## src/rtl/scan_doubler_pkg.sv

```systemverilog
// scan_doubler_pkg: constants, types and counter helpers shared by the line doubler
package scan_doubler_pkg;
    localparam int LINE_LEN_DEF = 448;
    localparam int PIX_W = 4;
    localparam int CNT_W = 9;
    localparam int RGBI_B = 0;
    localparam int RGBI_G = 1;
    localparam int RGBI_R = 2;
    localparam int RGBI_I = 3;
    typedef logic [PIX_W-1:0] pix_t;
    typedef logic [CNT_W-1:0] cnt_t;
    function automatic cnt_t sat_inc(cnt_t c, cnt_t last);
        return (c == last) ? c : c + 1'b1;
    endfunction
    function automatic cnt_t wrap_inc(cnt_t c, cnt_t last);
        return (c == last) ? '0 : c + 1'b1;
    endfunction
endpackage

```

## src/rtl/scan_doubler_line_buffer.sv

```systemverilog
// line_buffer_dp: two-bank pixel line store, synchronous write, registered read
module line_buffer_dp
    import scan_doubler_pkg::*;
#(
    parameter int DEPTH = 2 * LINE_LEN_DEF,
    parameter int AW = CNT_W + 1
) (
    input  logic          clk,
    input  logic          rst,
    input  logic          we,
    input  logic          re,
    input  logic [AW-1:0] waddr,
    input  logic [AW-1:0] raddr,
    input  pix_t          wdata,
    output pix_t          rdata
);
    pix_t mem [DEPTH];
    // store one pixel per write strobe; contents are never cleared
    always_ff @(posedge clk) begin
        if (we) mem[waddr] <= wdata;
    end
    // output register doubles as pix_out, so it is the only part that resets
    always_ff @(posedge clk) begin
        if (rst) rdata <= '0;
        else if (re) rdata <= mem[raddr];
    end
endmodule

```

## src/rtl/scan_doubler.sv

```systemverilog
// scan_doubler: 15.625 kHz RGBI to 31.25 kHz VGA line doubler on the 28 MHz clock
module scan_doubler
    import scan_doubler_pkg::*;
#(
    parameter int LINE_LEN = LINE_LEN_DEF,
    parameter int HS_START = 0,
    parameter int HS_LEN = 56,
    parameter bit SYNC_NEG = 1'b1
) (
    input  logic             clk,
    input  logic             rst,
    input  logic             ce_in,
    input  logic             ce_out,
    input  logic [PIX_W-1:0] pix_in,
    input  logic             hsync_in,
    input  logic             vsync_in,
    output logic [PIX_W-1:0] pix_out,
    output logic             vga_hsync,
    output logic             vga_vsync,
    output logic             wbank
);
    localparam int AW = CNT_W + 1;
    localparam cnt_t LAST = cnt_t'(LINE_LEN - 1);
    cnt_t hin, hout, win;
    logic hs_q, line_start, wb_eff, hs_act;
    logic [AW-1:0] waddr, raddr;
    assign line_start = ce_in & hsync_in & ~hs_q;
    assign wb_eff = wbank ^ line_start;
    assign win = line_start ? '0 : hin;
    assign waddr = wb_eff ? AW'(LINE_LEN) + AW'(win) : AW'(win);
    assign raddr = wb_eff ? AW'(hout) : AW'(LINE_LEN) + AW'(hout);
    assign hs_act = int'(hout) >= HS_START && int'(hout) < HS_START + HS_LEN;
    // write/read counters and bank toggle; a line start overrides the hout wrap
    always_ff @(posedge clk) begin
        if (rst) begin
            hs_q <= 1'b0;
            hin <= '0;
            hout <= '0;
            wbank <= 1'b0;
        end else begin
            if (ce_in) begin
                hs_q <= hsync_in;
                hin <= sat_inc(win, LAST);
            end
            if (line_start) begin
                wbank <= ~wbank;
                hout <= '0;
            end else if (ce_out) begin
                hout <= wrap_inc(hout, LAST);
            end
        end
    end
    // VGA syncs registered on ce_out so they line up with pix_out
    always_ff @(posedge clk) begin
        if (rst) begin
            vga_hsync <= SYNC_NEG;
            vga_vsync <= SYNC_NEG;
        end else if (ce_out) begin
            vga_hsync <= hs_act ^ SYNC_NEG;
            vga_vsync <= vsync_in ^ SYNC_NEG;
        end
    end
    line_buffer_dp #(.DEPTH(2 * LINE_LEN), .AW(AW)) u_buf (
        .clk(clk),
        .rst(rst),
        .we(ce_in & ~rst),
        .re(ce_out),
        .waddr(waddr),
        .raddr(raddr),
        .wdata(pix_in),
        .rdata(pix_out)
    );
endmodule

```

## config.mk

```make
export PLATFORM = sky130hd
export DESIGN_NAME = scan_doubler
export DESIGN_NICKNAME = d
export VERILOG_FILES = /design/src/rtl/scan_doubler_pkg.sv /design/src/rtl/scan_doubler_line_buffer.sv /design/src/rtl/scan_doubler.sv
export SDC_FILE = /design/constraint.sdc
export NUM_CORES = 2
export LEC_CHECK = 0
export BUFFER_PORTS_ARGS = -buffer_cell sky130_fd_sc_hd__buf_2
export CAP_MARGIN = 15
export CORE_MARGIN = 2
export CORE_UTILIZATION = 41
export CTS_BUF_LIST = sky130_fd_sc_hd__clkbuf_16
export DETAILED_ROUTE_END_ITERATION = 6
export PLACE_DENSITY = 0.61
export SETUP_SLACK_MARGIN = 0.2
export SLEW_MARGIN = 20
export SYNTH_ARGS = -nofsm -noshare
export SYNTH_HDL_FRONTEND = slang
export SYNTH_SLANG_ARGS = --single-unit
```

## constraint.sdc

```tcl
create_clock -name clk -period 2.98 [get_ports clk]
set_input_delay 0.149 -clock clk [delete_from_list [all_inputs] [get_ports clk]]
set_output_delay 0.149 -clock clk [all_outputs]
set_load 0.05 [all_outputs]
```

==> summary.md <==
| Metric | Value |
|---|---|
| WP data required | `3780 ps` |
| CP Cell Sequence | `buf_12 -> buf_12 -> buf_12 -> buf_12 -> mux4_2 -> mux4_2 -> a22oi_2 -> nand2_2 -> nand3_2 -> nand4_1 -> a41oi_4 -> nor4_2` |
| Achievable frequency | `0.274 GHz` |
| Final Cycle Share | `123%` |
| Top FF cell, synth | `edfxtp_1` |
| Largest family of logic cells by synthesized area | `multiplexers` |
| Cell count after placement | `13100` |
| Hold depth | `4` |
| Global-route wire length before repair | `640000 um` |
| Routability Congestion | `0.933` |
| # nets final | `8916` |
| Post-DP HPWL | `302000 um` |
| Violated checks | `negative setup slack` |
| Clock root cell | `clkbuf_16` |
| Total number of vias | `83400` |
| Total power | `108 mW` |
| GR Util met3 | `5.86%` |
| Register area | `0.108 sq mm` |
| Worst-skew pair later-pin latency | `930 ps` |
| Die Width | `598 um` |
| Area Growth Syn to Fin | `22.5%` |
| GRT Util Overall | `25.4%` |
| Register area share after synthesis | `74.7%` |
| Crit path DAT | `4460 ps` |
| Adder-Cell Fraction of Synth Area | `0.0778%` |
| DRC errors left | `0` |
| Setup TNS | `-10680 ps` |
| Post-Synthesis Cell Area | `0.145 sq mm` |
| Synth Register Bits | `3610` |
| Area of the multi-input gates | `0.0348 sq mm` |
| Crit Path Class | `flip-flop to flip-flop` |
| Post-synthesis xor/xnor area fraction | `0.130%` |
| LEAKAGE | `57.4 nW` |
| DR iter-0 viols | `12200` |
| Critical Path Stages | `12` |
| Yosys top cell by area | `edfxtp_1` |
| Maximum root-to-sink buffer count | `4` |
| Slowest cell delay on critical path | `570 ps` |
| Setup ws final | `-673 ps` |
| Met1 usage | `34.2%` |
| Syn_area_per_cell | `19.5 sq um` |
| Fin cells | `13900` |
| Number of vias per cell | `5.98` |
| Cts bufs inserted | `364` |
| WHS | `181 ps` |
| Setup skew after layout | `73.2 ps` |
| Top post-synthesis cells by area | `edfxtp_1 74%, mux4_2 10%, mux2i_1 2.7%, nor2_1 2.6%, mux4_1 1.7%` |
| Fin area | `0.177 sq mm` |
| Die Y | `598 um` |
| Effective utilization at floorplan | `41.1%` |
| HP Class | `input port to flip-flop` |
| GR peak layer | `met2` |
| CTS clk-pin slew, worst paths | `60 ps` |
| Met2 Use GR | `39.9%` |
| Total power divided by cell area | `611 mW/mm^2` |
| Asr flop ratio synth | `0%` |
| Core Area | `0.352 sq mm` |
| Fillers | `28000` |
| Buffers on Ports | `16` |
| CP delay by family, top | `multiplexers` |
| Pre-CTS setup slack | `-1330 ps` |
| Row count | `218` |
| Depth of the worst register-to-register path | `12` |
| Post-route ant nets | `0` |
| Multiplexer area fraction after synthesis | `15.1%` |
| Max Cap Viol | `0` |
| Share of the synthesized area in the top cell type | `74.3%` |
| Max Slew Vio Count | `0` |
| Crit-path max FO | `5` |
| Die area | `0.358 sq mm` |
| Finished Core Util | `50.4%` |
| Count leader, synth | `edfxtp_1` |
| Number of synthesized flops with an enable pin | `3584` |
| Setup crit end kind | `flip-flop` |
| Unique masters post-synth | `90` |
| YS warnings | `0` |
| Worst slew margin | `36.4%` |
| Simple-Gate Fraction of Synth Area | `3.83%` |
| Placed inst area | `0.161 sq mm` |
| Share of cells above drive strength 1 | `34.6%` |
| Vias in the first global route | `82500` |
| Clk sink count | `3610` |
| Commonest cells post-synth | `3584 x edfxtp_1, 985 x nor2_1, 670 x mux4_2` |
| Synth Area in Compound Gates | `3.44%` |
| Synthesized instance count | `7416` |
| Worst-Margin Slew | `953 ps` |
| CTS H-Tree Depth | `5` |
| Largest net degree at the start of global routing | `149` |
| IO Count | `17` |
| Crit path time final | `3650 ps` |
| Crit path launch type | `flip-flop` |
| CP dominant cell by count | `buf_12` |
| Detailed Routing Iterations Pass 1 | `6` |
| Status | `complete, but fails checks` |
| DRT Wirelength | `463000 um` |
| CTS tree | `built` |
| Final Hold Fails | `0` |
| Crit-path slowest cell | `mux4_2` |
| Worst vdd ir | `0.536 mV` |
| CP bufs+invs | `4` |
| Final setup viols | `177` |
| Remaining Overflow, GRT | `0` |
| RSZ-0062 raised after global routing | `true` |
| Antenna violations before repair | `28` |
| Wire length per cell | `33.2 um` |
| Syn Nets | `7435` |
worst paths after layout:
path / start / to / slack, ps
setup / recovery: hout[0]$_SDFFE_PP0P_ / u_buf.rdata[3]$_SDFFE_PP0P_ / -670
hold / removal: ce_out / vga_hsync$_SDFFE_PP1P_ / 180
setup reg to reg: hout[0]$_SDFFE_PP0P_ / u_buf.rdata[3]$_SDFFE_PP0P_ / -670
hold reg to reg: vga_hsync$_SDFFE_PP1P_ / vga_hsync$_SDFFE_PP1P_ / 530
final cells by class:
class	instances	area share, %
Clock inverter	292	1.34
Clock buffer	371	5.23
Inverter	19	0.0501
Sequential cell	3610	61.0
Antenna cell	8	0.0113
Multi-Input combinational cell	3266	19.6
Timing Repair Buffer	1636	9.42
Tap cell	4730	3.34
kinds of logic after synthesis:
group / after synthesis
AOI/OAI and AO/OA: 691
xor gates and xnor gates: 18
adders and majority gates: 9
buffers and inverters: 540
DFF: 3610
muxes: 1188
and+or+nand+nor: 1360
layer usage:
metal	vias to the layer above	part of all wire, %
met3	907	11
met5	-	0.021
met1	43900	38
met4	14	4.5
met2	5088	47
li1	33500	-
where the power goes:
group	internal (mW)	switching, mW	total, mW
clock network	25.7	19.6	45.2
registers	55.8	0.0363	55.8
logic	3.16	4.13	7.29
total	84.6	23.7	108
timing repair:
action,4_1_cts,5_1_grt
gates cloned,20,5
pin swaps,37,41
setup buffers,64,49
hold endpoints to repair,475,0
resized for setup,321,287
endpoints found under the setup margin,3416,2136
hold buffers,15,0
registers in the layout, indices dropped and copies added, names as in the netlist:
register,cells
u_buf.mem,3584
hin,9
hout,9
u_buf.rdata,4
hs_q,1
vga_hsync,1
vga_vsync,1
wbank,1
worst min-delay path, delay by kind of cell:
kind | cells | cell delay, ps
buf+inv | 2 | 760
simple gates | 1 | 60
compound gates | 1 | 120
placed cells by master (no fill, tap or decap), types with 46 or more instances in the layout:
cell type / instances
edfxtp_1: 3584
buf_4: 1217
nor2_1: 825
mux4_2: 674
mux2i_1: 387
clkbuf_16: 376
buf_12: 253
nor2_4: 141
o221ai_1: 141
nand2_1: 117
o22ai_1: 111
a21oi_1: 98
mux4_1: 88
buf_6: 82
inv_1: 81
clkinv_1: 80
clkinv_2: 68
o21ai_0: 55
nand3_1: 54
a22oi_1: 46
No activity file was read; power rests on OpenSTA's default activity.
